===== src/rtl/mc_control.sv =====
// Multi-cycle RISC-V control unit: state register plus combinational decode
// of datapath selects, ALU op and write strobes from state and instruction fields.
module mc_control (
   input  logic       clk,
   input  logic       rst_n,
   input  logic [6:0] opcode,
   input  logic [2:0] funct3,
   input  logic       funct7b5,
   input  logic       zero,
   input  logic       mem_ready,
   output logic       pcwrite,
   output logic       adrsrc,
   output logic       irwrite,
   output logic       memwrite,
   output logic       regwrite,
   output logic [1:0] resultsrc,
   output logic [1:0] alusrca,
   output logic [1:0] alusrcb,
   output logic [2:0] aluctr,
   output logic       halted,
   output logic [3:0] state
);

   typedef enum logic [3:0] {
      S_FETCH    = 4'd0,
      S_DECODE   = 4'd1,
      S_MEMADR   = 4'd2,
      S_MEMREAD  = 4'd3,
      S_MEMWB    = 4'd4,
      S_MEMWRITE = 4'd5,
      S_EXECR    = 4'd6,
      S_EXECI    = 4'd7,
      S_ALUWB    = 4'd8,
      S_BEQ      = 4'd9,
      S_JAL      = 4'd10,
      S_HALT     = 4'd11
   } state_t;

   localparam logic [6:0] OP_LW  = 7'b0000011;
   localparam logic [6:0] OP_SW  = 7'b0100011;
   localparam logic [6:0] OP_R   = 7'b0110011;
   localparam logic [6:0] OP_I   = 7'b0010011;
   localparam logic [6:0] OP_BEQ = 7'b1100011;
   localparam logic [6:0] OP_JAL = 7'b1101111;

   localparam logic [2:0] ALU_ADD = 3'b010;
   localparam logic [2:0] ALU_SUB = 3'b110;
   localparam logic [2:0] ALU_AND = 3'b000;
   localparam logic [2:0] ALU_OR  = 3'b001;
   localparam logic [2:0] ALU_SLT = 3'b111;

   localparam logic [1:0] RES_ALUOUT = 2'b00;
   localparam logic [1:0] RES_MEM    = 2'b01;
   localparam logic [1:0] RES_ALU    = 2'b10;

   localparam logic [1:0] SRCA_PC    = 2'b00;
   localparam logic [1:0] SRCA_OLDPC = 2'b01;
   localparam logic [1:0] SRCA_RS1   = 2'b10;

   localparam logic [1:0] SRCB_RS2  = 2'b00;
   localparam logic [1:0] SRCB_IMM  = 2'b01;
   localparam logic [1:0] SRCB_FOUR = 2'b10;

   state_t     state_q;
   state_t     state_d;
   logic [2:0] alu_dec;
   logic       alu_ok;
   logic       pcwrite_c;
   logic       irwrite_c;
   logic       memwrite_c;
   logic       regwrite_c;

   // State register; reset forces FETCH without waiting for an edge
   always_ff @(posedge clk or negedge rst_n) begin
      if (!rst_n) begin
         state_q <= S_FETCH;
      end else begin
         state_q <= state_d;
      end
   end

   // ALU op from funct3; subtract only for register-register with bit 30 set
   always_comb begin
      alu_dec = ALU_ADD;
      alu_ok  = 1'b1;
      case (funct3)
         3'b000:  alu_dec = (state_q == S_EXECR && funct7b5) ? ALU_SUB : ALU_ADD;
         3'b010:  alu_dec = ALU_SLT;
         3'b110:  alu_dec = ALU_OR;
         3'b111:  alu_dec = ALU_AND;
         default: alu_ok  = 1'b0;
      endcase
   end

   // Next state and datapath controls
   always_comb begin
      state_d    = state_q;
      pcwrite_c  = 1'b0;
      irwrite_c  = 1'b0;
      memwrite_c = 1'b0;
      regwrite_c = 1'b0;
      adrsrc     = 1'b0;
      resultsrc  = RES_ALUOUT;
      alusrca    = SRCA_PC;
      alusrcb    = SRCB_RS2;
      aluctr     = ALU_AND;
      halted     = 1'b0;
      case (state_q)
         S_FETCH: begin
            alusrca   = SRCA_PC;
            alusrcb   = SRCB_FOUR;
            aluctr    = ALU_ADD;
            resultsrc = RES_ALU;
            irwrite_c = mem_ready;
            pcwrite_c = mem_ready;
            if (mem_ready) state_d = S_DECODE;
         end
         S_DECODE: begin
            alusrca = SRCA_OLDPC;
            alusrcb = SRCB_IMM;
            aluctr  = ALU_ADD;
            case (opcode)
               OP_LW, OP_SW: state_d = S_MEMADR;
               OP_R:         state_d = S_EXECR;
               OP_I:         state_d = S_EXECI;
               OP_BEQ:       state_d = S_BEQ;
               OP_JAL:       state_d = S_JAL;
               default:      state_d = S_HALT;
            endcase
         end
         S_MEMADR: begin
            alusrca = SRCA_RS1;
            alusrcb = SRCB_IMM;
            aluctr  = ALU_ADD;
            state_d = opcode[5] ? S_MEMWRITE : S_MEMREAD;
         end
         S_MEMREAD: begin
            adrsrc = 1'b1;
            if (mem_ready) state_d = S_MEMWB;
         end
         S_MEMWB: begin
            resultsrc  = RES_MEM;
            regwrite_c = 1'b1;
            state_d    = S_FETCH;
         end
         S_MEMWRITE: begin
            adrsrc     = 1'b1;
            memwrite_c = 1'b1;
            if (mem_ready) state_d = S_FETCH;
         end
         S_EXECR, S_EXECI: begin
            alusrca = SRCA_RS1;
            alusrcb = (state_q == S_EXECI) ? SRCB_IMM : SRCB_RS2;
            aluctr  = alu_dec;
            state_d = alu_ok ? S_ALUWB : S_HALT;
         end
         S_ALUWB: begin
            resultsrc  = RES_ALUOUT;
            regwrite_c = 1'b1;
            state_d    = S_FETCH;
         end
         S_BEQ: begin
            alusrca   = SRCA_RS1;
            alusrcb   = SRCB_RS2;
            aluctr    = ALU_SUB;
            resultsrc = RES_ALUOUT;
            if (funct3 == 3'b000) begin
               pcwrite_c = zero;
               state_d   = S_FETCH;
            end else begin
               state_d   = S_HALT;
            end
         end
         S_JAL: begin
            alusrca   = SRCA_OLDPC;
            alusrcb   = SRCB_FOUR;
            aluctr    = ALU_ADD;
            resultsrc = RES_ALUOUT;
            pcwrite_c = 1'b1;
            state_d   = S_ALUWB;
         end
         S_HALT: begin
            halted = 1'b1;
         end
         default: begin
            halted  = 1'b1;
            state_d = S_HALT;
         end
      endcase
   end

   // Strobes are suppressed while reset is held, even though FETCH selects show
   assign pcwrite  = pcwrite_c  & rst_n;
   assign irwrite  = irwrite_c  & rst_n;
   assign memwrite = memwrite_c & rst_n;
   assign regwrite = regwrite_c & rst_n;
   assign state    = 4'(state_q);

endmodule


===== config.mk =====
export PLATFORM = sky130hd
export DESIGN_NAME = mc_control
export DESIGN_NICKNAME = d
export VERILOG_FILES = /design/src/rtl/mc_control.sv
export SDC_FILE = /design/constraint.sdc
export NUM_CORES = 1
export LEC_CHECK = 0
export ABC_AREA = 1
export ABC_CLOCK_PERIOD_IN_PS = 1400
export BUFFER_PORTS_ARGS = -buffer_cell sky130_fd_sc_hd__buf_4
export CORE_MARGIN = 3
export CORE_UTILIZATION = 43
export CTS_BUF_LIST = sky130_fd_sc_hd__clkbuf_2
export DETAILED_ROUTE_END_ITERATION = 8
export PLACE_DENSITY = 0.8
export SLEW_MARGIN = 10
export SYNTH_ARGS = -nofsm -noshare
export SYNTH_HDL_FRONTEND = slang
export SYNTH_SLANG_ARGS = --single-unit

===== constraint.sdc =====
create_clock -name clk -period 1.4 [get_ports clk]
set_input_delay 0.14 -clock clk [delete_from_list [all_inputs] [get_ports clk]]
set_output_delay 0.14 -clock clk [all_outputs]
set_load 0.02 [all_outputs]

==> run summary <==
run status = finished, violations left
failing checks = setup timing
top post-synthesis cells by count = nand2_1, inv_1, nor2_1
clock root buffer = clkbuf_2
max_cap viols = 0
post-route cell area = 1120 um^2
Clock Skews = 0.302 ps
fmax = 0.592 GHz
leading area contributor after synthesis = nand2_1
CP endpoint kind = output pin
die width = 42.7 um
leakage dissipation = 0.657 nW
setup TNS = -2660 ps
syn nets = 125
Tmin final = 1690 ps
Max Buffers Root-to-Sink = 2
Final nets = 179
Fillers = 38
clk sinks = 4
Skew-Pair Late Insertion Delay = 220 ps
first-pass GRT wire length = 4.69 mm
Post-Syn Area per Cell = 5.26 um^2
count leader, synth = nand2_1
Placed Area = 897 um^2
total global routing track utilization = 33.6%
via/cell ratio = 6.29
pwr dens = 2560 nW/um^2
post-synth top area share = 20.8%
gr ovfl total = 0
IO Port Bufs = 33
Synth area leaders = nand2_1, dfrtp_1, inv_1
Fin. Hold Viols = 0
initial antenna violation count = 0
HPWL Detailed = 1.54 mm
Die Area = 1820 um^2
Cell variety after synth = 20
Post-Syn Area = 578 um^2
Syn Inst Count = 110
FFs w/ async S/R, synth = 100%
worst-margin pin slew = 325 ps
RSZ-0062 raised after global routing = yes
synth warn = 0
final setup margin = -291 ps
max reg flops = 4
worst slack, placed = -21.7 ps
sequential area share after synthesis = 17.3%
layout cell share with drive strength beyond 1 = 56.4%
DRC = 0
die height = 42.7 um
crit share post-route = 121%
peak supply drop = 0.00159 V
core area = 1190 um^2
1st-iter DRT viols = 96
drt total wl = 3.59 mm
Reg clk slew, reported paths = 60 ps
I/O pin count = 34
ys flop type = dfrtp_1
largest net degree at the start of global routing = 7
Slew Limit Fails = 0
setup violators final = 18
Crit path required time = 1260 ps
number of synthesized flops with an enable pin = 0
row cnt = 12
crit path launch type = flop
Max FO, Critical Path = 6
# H-tree levels = 1
Slew HR = 78.2%
PnR Total Power = 2.87 mW
Wirelength per Cell = 20.3 um
post-route ant nets = 0
# diodes = 0
min-delay worst type = input pin to flop
number of global-route vias before repair = 984
initial core utilization = 48.7%
Area growth, synth to finish = 93.9%
RePlAce Congestion = 0.824
crit path DAT = 1550 ps
critical path class = flop to output pin
vias post-DR = 1114
CTS Buf Count = 3
CTS tree = done
flops & latches, synth = 4
Pre-Repair DR Iteration Count = 5
final timing paths:
check	cells past startpoint	from	to	slack, ps
hold reg to reg	3	state[2]	state[2]	750
setup reg to reg	9	state[0]	state[0]	-140
min in group asynchronous	2	rst_n	state[2]	310
hold / removal	3	opcode[4]	state[2]	270
setup / recovery	7	state[0]	aluctr[1]	-290
max in group asynchronous	2	rst_n	state[3]	890
layout make-up:
class	instances	area (um^2)	area share [%]
multi-input cells	80	479	42.7
repair buffers	50	400	35.7
flip-flops and latches	4	105	9.37
inverters	25	98.8	8.82
clock buffers	4	20.0	1.79
well taps	14	17.5	1.56
what timing repair did:
| action | in CTS | in global routing |
|---|---|---|
| resized for setup | 27 | 8 |
| hold buffers | 1 | 0 |
| setup endpoints to repair | 12 | 18 |
| pin swaps | 4 | 5 |
| buffers inserted | 9 | 1 |
| hold endpoints to repair | 4 | 0 |
logic make-up after synthesis:
| group | after synthesis | share of synthesized area [%] |
|---|---|---|
| and+or+nand+nor | 67 | 51.9 |
| AOI/OAI and AO/OA | 13 | 13.2 |
| buffers and inverters | 26 | 17.5 |
| DFF | 4 | 17.3 |
per-layer routing:
layer | track usage (%) | vias up | routed length (um)
met5 | 0 | - | 0
met4 | 13.0 | 0 | 282
met3 | 9.75 | 42 | 455
met2 | 53.6 | 133 | 1590
met1 | 41.9 | 493 | 1260
li1 | - | 446 | -
metrics by stage:
step,hold WS (ps),util (%),std cells
after detailed placement,-55.0,75.6,162
after CTS,249,91.4,176
after floorplan,-156,-,110
after global routing,260,94.5,177
after global placement,-58.4,75.6,162
final,269,94.5,177
worst max-delay path: stages, from the launching register on:
cell and delay (ps):
dfrtp_2 480, inv_1 150, nor2_4 50, nand2_1 120, nand2_2 110, nor3_2 190, o21ai_2 70, buf_4 160
where the power goes:
part | internal, mW | leakage [nW] | switching (mW)
clock | 0.0756 | 0.0166 | 0.0626
sequential | 0.186 | 0.0448 | 0.156
combinational | 0.978 | 0.596 | 1.41
cell usage in the layout, fill, tap and decap left out, drive strengths merged:
cell         count
nand3            6
a21oi            5
dlygate4sd3      1
clkbuf           4
dfrtp            4
nand4            2
nand2           36
a211oi           1
o211ai           1
inv             25
nor3             5
nor2            18
o21ai            4
a31oi            2
buf             49
Power figures use the tool's default switching activity.
